--- config.mk ---
export PLATFORM = sky130hd
export DESIGN_NAME = grid_clear_buffer_flat
export DESIGN_NICKNAME = d
export VERILOG_FILES = /design/src/rtl/grid_clear_buffer_if.sv /design/src/rtl/grid_clear_buffer.sv /design/src/flat_wrapper.sv
export SDC_FILE = /design/constraint.sdc
export NUM_CORES = 2
export LEC_CHECK = 0
export BUFFER_PORTS_ARGS = -buffer_cell sky130_fd_sc_hd__buf_4
export CAP_MARGIN = 20
export CORE_AREA = 2 2 250 252
export DETAILED_ROUTE_END_ITERATION = 8
export DIE_AREA = 0 0 252 254
export PLACE_DENSITY = 0.72
export SLEW_MARGIN = 15
export SYNTH_ARGS = -nofsm -noshare
export SYNTH_HDL_FRONTEND = slang
export SYNTH_SLANG_ARGS = --single-unit
--- constraint.sdc ---
create_clock -name clock -period 2.6 [get_ports clock]
set_input_delay 0.13 -clock clock [delete_from_list [all_inputs] [get_ports clock]]
set_output_delay 0.13 -clock clock [all_outputs]
set_load 0.01 [all_outputs]
--- src/rtl/grid_clear_buffer_if.sv ---
// Bus between the game processor (master) and the playfield grid buffer (slave).
// The master issues cell writes and line-clear requests; the slave returns the
// flat grid image plus sequence status and line counters.
interface grid_clear_buffer_if #(
  parameter int COLS   = 10,
  parameter int ROWS   = 20,
  parameter int CELL_W = 3,
  parameter int ADDR_W = 12
);
  logic [ADDR_W-1:0]           address;
  logic [CELL_W-1:0]           in_data;
  logic                        wren;
  logic                        clr_start;
  logic [ROWS*COLS*CELL_W-1:0] out_data;
  logic                        busy;
  logic                        done;
  logic [7:0]                  lines_cleared;
  logic [15:0]                 total_lines;

  modport master (
    output address, in_data, wren, clr_start,
    input  out_data, busy, done, lines_cleared, total_lines
  );

  modport slave (
    input  address, in_data, wren, clr_start,
    output out_data, busy, done, lines_cleared, total_lines
  );
endinterface

--- src/rtl/grid_clear_buffer.sv ---
// Playfield grid buffer with line clearing. Holds ROWS x COLS colour cells,
// exposes them flat to the renderer, accepts single-cell writes while idle and
// runs a bottom-up scan that deletes full rows and drops the rows above.
module grid_clear_buffer #(
  parameter int COLS   = 10,
  parameter int ROWS   = 20,
  parameter int CELL_W = 3,
  parameter int ADDR_W = 12
) (
  input  logic                 clock,
  input  logic                 reset,
  grid_clear_buffer_if.slave   bus
);

  localparam int NCELL = ROWS * COLS;
  localparam int GW    = NCELL * CELL_W;
  localparam int RW    = (ROWS > 1) ? $clog2(ROWS) : 1;
  localparam logic [ADDR_W:0] NCELL_A = (ADDR_W + 1)'(NCELL);

  typedef enum logic [1:0] {
    S_IDLE,
    S_CHECK,
    S_SHIFT,
    S_DONE
  } state_t;

  state_t          r_state;
  logic [RW-1:0]   r_row;
  logic [GW-1:0]   r_grid;
  logic            r_busy;
  logic            r_done;
  logic [7:0]      r_lines;
  logic [15:0]     r_total;

  logic [NCELL-1:0] w_nz;
  logic [ROWS-1:0]  w_full;
  logic [GW-1:0]    w_grid_next;
  logic             w_wr_en;
  logic             w_cur_full;

  // Writes land only while idle and only for addresses inside the grid.
  assign w_wr_en    = (r_state == S_IDLE) && bus.wren && ({1'b0, bus.address} < NCELL_A);
  assign w_cur_full = w_full[r_row];

  // Per-cell next value: a SHIFT pulls the cell from the row above for rows
  // 1..r (row 0 refills with empty); otherwise an idle write may replace it.
  genvar gi;
  generate
    for (gi = 0; gi < NCELL; gi++) begin : g_cell
      localparam int ROW = gi / COLS;
      logic [CELL_W-1:0] w_shift_val;

      assign w_nz[gi] = |r_grid[gi*CELL_W +: CELL_W];

      if (ROW == 0) begin : g_top
        assign w_shift_val = '0;
      end else begin : g_below
        assign w_shift_val = (RW'(ROW) <= r_row) ? r_grid[(gi-COLS)*CELL_W +: CELL_W]
                                                 : r_grid[gi*CELL_W +: CELL_W];
      end

      assign w_grid_next[gi*CELL_W +: CELL_W] =
          (r_state == S_SHIFT)                           ? w_shift_val :
          (w_wr_en && (bus.address == ADDR_W'(gi)))      ? bus.in_data :
                                                           r_grid[gi*CELL_W +: CELL_W];
    end

    // A row is full when none of its cells is empty.
    for (gi = 0; gi < ROWS; gi++) begin : g_row
      assign w_full[gi] = &w_nz[gi*COLS +: COLS];
    end
  endgenerate

  // Grid storage: takes the per-cell next value every cycle, cleared by reset.
  always_ff @(posedge clock) begin
    if (reset) begin
      r_grid <= '0;
    end else begin
      r_grid <= w_grid_next;
    end
  end

  // Line-clear sequencer: scan rows bottom-up, shift on a full row and re-test
  // the same row index, pulse done once the top row has been passed.
  always_ff @(posedge clock) begin
    if (reset) begin
      r_state <= S_IDLE;
      r_row   <= '0;
      r_busy  <= 1'b0;
      r_done  <= 1'b0;
      r_lines <= '0;
      r_total <= '0;
    end else begin
      case (r_state)
        S_IDLE: begin
          r_done <= 1'b0;
          if (bus.clr_start) begin
            r_row   <= RW'(ROWS - 1);
            r_lines <= '0;
            r_busy  <= 1'b1;
            r_state <= S_CHECK;
          end
        end
        S_CHECK: begin
          if (w_cur_full) begin
            r_state <= S_SHIFT;
          end else if (r_row == '0) begin
            r_done  <= 1'b1;
            r_state <= S_DONE;
          end else begin
            r_row <= r_row - 1'b1;
          end
        end
        S_SHIFT: begin
          r_lines <= r_lines + 8'd1;
          if (r_total != 16'hFFFF) begin
            r_total <= r_total + 16'd1;
          end
          r_state <= S_CHECK;
        end
        S_DONE: begin
          r_done  <= 1'b0;
          r_busy  <= 1'b0;
          r_state <= S_IDLE;
        end
        default: begin
          r_state <= S_IDLE;
          r_busy  <= 1'b0;
          r_done  <= 1'b0;
        end
      endcase
    end
  end

  assign bus.out_data      = r_grid;
  assign bus.busy          = r_busy;
  assign bus.done          = r_done;
  assign bus.lines_cleared = r_lines;
  assign bus.total_lines   = r_total;

endmodule

--- src/flat_wrapper.sv ---
// flat-port wrapper written by rule: the top's interface ports become plain ports
module grid_clear_buffer_flat 
#(
  parameter int COLS   = 10,
  parameter int ROWS   = 20,
  parameter int CELL_W = 3,
  parameter int ADDR_W = 12
)
  (clock, reset, bus_address, bus_in_data, bus_wren, bus_clr_start, bus_out_data, bus_busy, bus_done, bus_lines_cleared, bus_total_lines);
  grid_clear_buffer_if #(.COLS(COLS), .ROWS(ROWS), .CELL_W(CELL_W), .ADDR_W(ADDR_W)) bus_i ();
  input  logic clock;
  input  logic reset;
  input wire logic [$bits(bus_i.address)-1:0] bus_address;
  input wire logic [$bits(bus_i.in_data)-1:0] bus_in_data;
  input wire logic [$bits(bus_i.wren)-1:0] bus_wren;
  input wire logic [$bits(bus_i.clr_start)-1:0] bus_clr_start;
  output wire logic [$bits(bus_i.out_data)-1:0] bus_out_data;
  output wire logic [$bits(bus_i.busy)-1:0] bus_busy;
  output wire logic [$bits(bus_i.done)-1:0] bus_done;
  output wire logic [$bits(bus_i.lines_cleared)-1:0] bus_lines_cleared;
  output wire logic [$bits(bus_i.total_lines)-1:0] bus_total_lines;
  assign bus_i.address = bus_address;
  assign bus_i.in_data = bus_in_data;
  assign bus_i.wren = bus_wren;
  assign bus_i.clr_start = bus_clr_start;
  assign bus_out_data = bus_i.out_data;
  assign bus_busy = bus_i.busy;
  assign bus_done = bus_i.done;
  assign bus_lines_cleared = bus_i.lines_cleared;
  assign bus_total_lines = bus_i.total_lines;
  grid_clear_buffer #(.COLS(COLS), .ROWS(ROWS), .CELL_W(CELL_W), .ADDR_W(ADDR_W)) u_core (.clock(clock), .reset(reset), .bus(bus_i));
endmodule
After elaboration in Yosys (flattened, before gate mapping)

Index checks and enable logic that the tools add are counted.

Word-level logic and storage cells: 1861
Output and inout port bits: 626
Input port bits: 19
Flip-flop bits (word level): 633

Equal/unequal tests: 227
$lt $le $gt $ge: 21
Reduce and logical (&&, ||, !) cells: 817
Multiplexer cells: 587
$add $sub $neg: 3

Operators by type and width:

| cell                    | number |
|---|---|
| $mux W3                 | 570 |
| $eq A12 B8 Y1 const B   | 72 |
| $eq A12 B7 Y1 const B   | 64 |
| $reduce_or A3 Y1        | 200 |
| $reduce_and A2 Y1       | 194 |
| $reduce_bool A2 Y1      | 194 |
| $eq A12 B6 Y1 const B   | 32 |
| $logic_and A1 B1 Y1     | 202 |
| $reduce_and A10 Y1      | 20 |
| $eq A12 B5 Y1 const B   | 16 |
| $eq A12 B4 Y1 const B   | 8 |
| $eq A12 B3 Y1 const B   | 4 |
| $le A4 B5 Y1 const A    | 8 |
| $ne A2 B1 Y1 const B    | 13 |
| $eq A12 B2 Y1 const B   | 2 |
| $le A3 B5 Y1 const A    | 4 |
| $le A5 B5 Y1 const A    | 4 |
| $ne A2 B2 Y1 const B    | 10 |
| $add A16 B1 Y16 const B | 1 |
| $ne A16 B16 Y1 const B  | 1 |
| $pmux W8 S2             | 1 |
| $mux W5                 | 3 |
| $eq A12 B1 Y1 const B   | 1 |
| $logic_not A12 Y1       | 1 |
| 21 further kinds        | 30 |

Logic depth before layout (Yosys ltp)

Word-level depth: 6
Gate-level depth with buffers: 12
Gate-level depth less buffers: 11

Worst setup path before layout

No wires, ideal clock.

Path kind: flip-flop to flip-flop
Start point: register u_core.r_state[0]
End point: register u_core.r_grid[333] (netlist: u_core.bus.out_data[333])
Setup slack: 166 ps
Setup time: 86 ps
Period minus slack after synthesis: 2434 ps
Data required time: 2514 ps
Path buffers: 3
Stages on the path, launching flop included: 10
Arrival: 2348 ps
Cells stage by stage: dfxtp_1 > inv_1 > ha_1 > clkbuf_1 > clkbuf_1 > clkbuf_1 > o21ai_0 > o21ai_1 > nor2_1 > a211oi_1

Cells in the longest elaborated chain, start to end: 6
Elaborated cells on any way between the ends: 9
Those cells by class: 2 x eq/ne; 1 x mux; 6 x reduce/logical

RTL lines:

| what                              | line                     | RTL |
|---|---|---|
| start, declared                   | grid_clear_buffer.sv:27  | `state_t r_state;` |
| start signal, assigned            | grid_clear_buffer.sv:87  | `r_state <= S_IDLE;` |
| start signal, assigned            | grid_clear_buffer.sv:101 | `r_state <= S_CHECK;` |
| start signal, assigned            | grid_clear_buffer.sv:106 | `r_state <= S_SHIFT;` |
| $logic_not A2 Y1                  | grid_clear_buffer.sv:42  | `assign w_wr_en = (r_state == S_IDLE) && bus.wren && ({1'b0, bus.address} < NCELL_A);` |
| $logic_and A1 B1 Y1 (2 in series) | grid_clear_buffer.sv:42  |  |
| $logic_and A1 B1 Y1               | grid_clear_buffer.sv:64  | `(w_wr_en && (bus.address == ADDR_W'(gi))) ? bus.in_data :` |
| $reduce_bool A2 Y1 (no line)      | -                        |  |
| $reduce_and A2 Y1 (no line)       | -                        |  |
| end signal, assigned              | grid_clear_buffer.sv:79  | `r_grid <= w_grid_next;` |
| end, declared                     | grid_clear_buffer.sv:29  | `logic [GW-1:0] r_grid;` |

Several ways; a longest one is shown, not always the timed one.
A chain may end at the register's enable or synchronous reset.

Worst setup path in the final report

Start point: register u_core.r_row[2]
End point: register u_core.r_grid[33] (netlist: u_core.bus.out_data[33])

Cells in the longest elaborated chain, start to end: 3

RTL lines:

| what                        | line                     | RTL |
|---|---|---|
| start, declared             | grid_clear_buffer.sv:28  | `logic [RW-1:0] r_row;` |
| start signal, assigned      | grid_clear_buffer.sv:98  | `r_row <= RW'(ROWS - 1);` |
| start signal, assigned      | grid_clear_buffer.sv:111 | `r_row <= r_row - 1'b1;` |
| $le A1 B5 Y1                | grid_clear_buffer.sv:58  | `assign w_shift_val = (RW'(ROW) <= r_row) ? r_grid[(gi-COLS)*CELL_W +: CELL_W]` |
| $ne A2 B1 Y1 (no line)      | -                        |  |
| $reduce_and A2 Y1 (no line) | -                        |  |

No other way between the ends.

==> metrics.log <==
[metrics] run status: finished clean
[metrics] async set-reset flop share out of synthesis: 0
[metrics] TritonCTS buffer count: 69
[metrics] number of flops mapped to enable cells by yosys: 0
[metrics] Setup Crit Path Kind: flop to flop
[metrics] area occupied by multi-input gates: 14800 µm²
[metrics] total routing resource utilization after global routing: 0.422
[metrics] Horiz. Die Dim: 252 µm
[metrics] Setup Viol. Count Final: 0
[metrics] signed area change from the synthesized netlist to the final layout: 41.2%
[metrics] largest vdd supply drop: 521 µV
[metrics] Seq/Total Area, Yosys: 0.452
[metrics] 1st-iter DRT viols: 5192
[metrics] proportion of layout cells with a drive suffix above 1: 0.280
[metrics] number of max-cap violations: 0
[metrics] path category of the worst min-delay check: primary input to flop
[metrics] share of the clock period used by the worst path after layout: 0.996
[metrics] number of different library cells in the post-synthesis netlist: 56
[metrics] leading area contributor after synthesis: dfxtp_1
[metrics] DRC viols: 0
[metrics] grt ovf: 0
[metrics] Top FF cell, synth: dfxtp_1
[metrics] wire length of the first global-routing pass: 202 mm
[metrics] post-layout instance count excluding filler cells: 5568
[metrics] fraction of post-synthesis cell area in the top cell type by area: 0.452
[metrics] time the final worst path needs with I/O delays and setup: 2.59 ns
[metrics] Synth Instances: 3761
[metrics] CP arrival: 3.08 ns
[metrics] number of global-route vias before repair: 30200
[metrics] endpoint type of the worst setup path: flop
[metrics] IO Count: 645
[metrics] synthesis warning total: 0
[metrics] final-layout fill cell count: 5318
[metrics] H-tree Lvls: 3
[metrics] Pleak: 16.1 nW
[metrics] actual slew at the worst max-slew pin: 0.801 ns
[metrics] cell area after synthesis: 28000 µm²
[metrics] register bit count reported by yosys: 633
[metrics] final hold violations: 0
[metrics] Buffers on Ports: 644
[metrics] f_max: 0.386 GHz
[metrics] clock-pin transition on the worst setup and hold timing paths: 0.06 ns
[metrics] clock sink count: 633
[metrics] post-layout power: 0.0343 W
[metrics] count of pins over their slew limit: 0
[metrics] nature of the critical path startpoint: flop
[metrics] post-route worst hold slack: 0.159 ns
[metrics] CTS Root Cell: clkbuf_16
[metrics] max_slew headroom: 0.461
[metrics] CP required: 3.09 ns
[metrics] Area after DPL: 37000 µm²
[metrics] # placed instances: 5444
[metrics] length of routed wiring on met1: 54.5 mm
[metrics] Crit Path Max Fanout: 16
[metrics] vias: 34500
[metrics] footprint of the flip-flops and latches: 12700 µm²
[metrics] skew final: 0.0203 ns
[metrics] average size of a mapped cell: 7.46 µm²
[metrics] Post-Synthesis Net Count: 3791
[metrics] power density over the cells: 865 nW/µm²
[metrics] top cells by area, synth: dfxtp_1, a21oi_1, nor2_1
[metrics] die outline area: 64000 µm²
[metrics] Initial Utilization: 0.458
[metrics] RSZ-0062 raised after global routing: yes
[metrics] TritonCTS clock tree: built
[metrics] aggregate negative setup slack: 0 ns
[metrics] maximum count of clock buffers along a single path: 3
[metrics] antenna violations before repair: 5
[metrics] final instance area: 39600 µm²
[metrics] vertical extent of the die: 254 µm
[metrics] half-perimeter wire length of the detailed placement result: 107 mm
[metrics] DR pass1 iterations: 8
[metrics] total met3 wirelength after detailed routing: 18.0 mm
[metrics] post-route ant nets: 0
[metrics] number of nets in the layout: 4759
[metrics] routed length on met2: 61.6 mm
[metrics] detailed-route wire length per cell: 25.6 µm
[metrics] core area: 61300 µm²
[metrics] drt via density: 6.19
[metrics] pin count of the biggest net entering global routing: 182
[metrics] clk_lat worst skew: 0.62 ns
[metrics] wire length after detailed routing: 142 mm
[metrics] standard-cell row count: 91
[metrics] Placer Congestion: 0.988
[metrics] uppermost signal routing layer after detailed routing: met5
[area by class of cell]
class	instances	share of cell area
Sequential cell	633	0.320
Inverter	9	0.000853
Antenna cell	1	0.0000632
Clock inverter	22	0.00505
Multi-Input combinational cell	2878	0.373
Timing Repair Buffer	1138	0.225
Tap cell	790	0.0250
Clock buffer	97	0.0514
[per-stage QoR]
stage	setup WS, ns	utilization
2_1_floorplan	0.166	-
3_3_place_gp	-0.191	0.605
3_5_place_dp	-0.208	0.605
4_1_cts	0.0383	0.643
5_1_grt	-0.0922	0.647
6_report	0.00964	0.647
[flip-flops by register name, summed over array words and instances (netlist names)]
| signal | cells |
|---|---|
| u_core.bus.busy | 1 |
| u_core.bus.done | 1 |
| u_core.bus.lines_cleared | 8 |
| u_core.bus.out_data | 600 |
| u_core.bus.total_lines | 16 |
| u_core.r_row | 5 |
| u_core.r_state | 2 |
[worst max-delay path, stage by stage (launching register included)]
cell and delay (ns):
dfxtp_1 0.32, buf_12 0.16, or3_1 0.41, buf_4 0.16, o31a_1 0.42, a21oi_1 0.66, nor2_1 0.13, a21oi_1 0.15
nor2_1 0.05
[cell usage in the layout (no fill, tap or decap), drive strengths merged, types with 4 or more instances in the layout]
cell type and instances:
and3 4, o31ai 8, xor2 9, a21o 4
buf 1133, or3 13, nand2 97, o21a 5
or2 7, a31oi 8, xnor2 6, dlygate4sd3 5
nor2b 10, dfxtp 633, nand3 61, nor2 940
a211oi 274, nand2b 11, nor4 34, a21oi 1011
nor3 227, nand4 10, clkbuf 97, clkinv 17
o21ai 100, inv 8, ha 11
[synthesized netlist by cell type, types with 8 or more instances]
library cell  instances
a21oi_1            1011
nor2_1              938
dfxtp_1             633
a211oi_1            274
clkbuf_1            230
nor3_1              226
nand2_1              97
nand3_1              61
o21ai_1              59
nor4_1               33
o21ai_2              18
o21ai_0              13
or3_1                13
ha_1                 11
nand2b_1             11
nand4_1              10
nor2b_1              10
o21ai_4              10
xor2_1                9
a31oi_1               8
o31ai_1               8
[worst paths after layout]
kind              depth (start not counted)  slack [ns]                   startpoint                           to
hold / removal                            5        0.16               bus_address[2]       u_core.bus.out_data[2]
hold reg to reg                           2        0.50  u_core.bus.lines_cleared[7]  u_core.bus.lines_cleared[7]
setup reg to reg                          8        0.01              u_core.r_row[2]      u_core.bus.out_data[33]
setup / recovery                          8        0.01              u_core.r_row[2]      u_core.bus.out_data[33]
[routing by layer]
metal  track usage  vias to the layer above
li1              -                    15400
met1         0.560                    16200
met2         0.639                     2410
met3         0.103                      458
met4         0.214                       10
met5       0.00463                        -
[where the power goes]
part / switching [W] / leakage, nW / internal (W)
logic: 0.00799 / 9.92 / 0.00465
clock network: 0.00419 / 1.11 / 0.00575
registers: 0.000964 / 5.11 / 0.0107
total: 0.0131 / 16.1 / 0.0211
[repair_timing]
action	CTS	global route
endpoints found under the hold margin	46	0
setup endpoints to repair	8	161
gates cloned	0	0
pin swaps	2	10
buffers inserted	0	0
resized for setup	7	52
hold buffers	5	0
[cells by family (layout without fill, tap and decap cells)]
group,after synthesis,after routing,share of synthesized area
AOI/OAI and AO/OA,1428,1428,0.290
xor gates and xnor gates,15,15,0.00468
adders and majority gates,11,11,0.00491
buffers and inverters,250,1266,0.0343
DFF,633,633,0.452
muxes,2,2,0.000714
other,0,1,0
and+or+nand+nor,1422,1422,0.214
(Power assumes the default switching activity.)
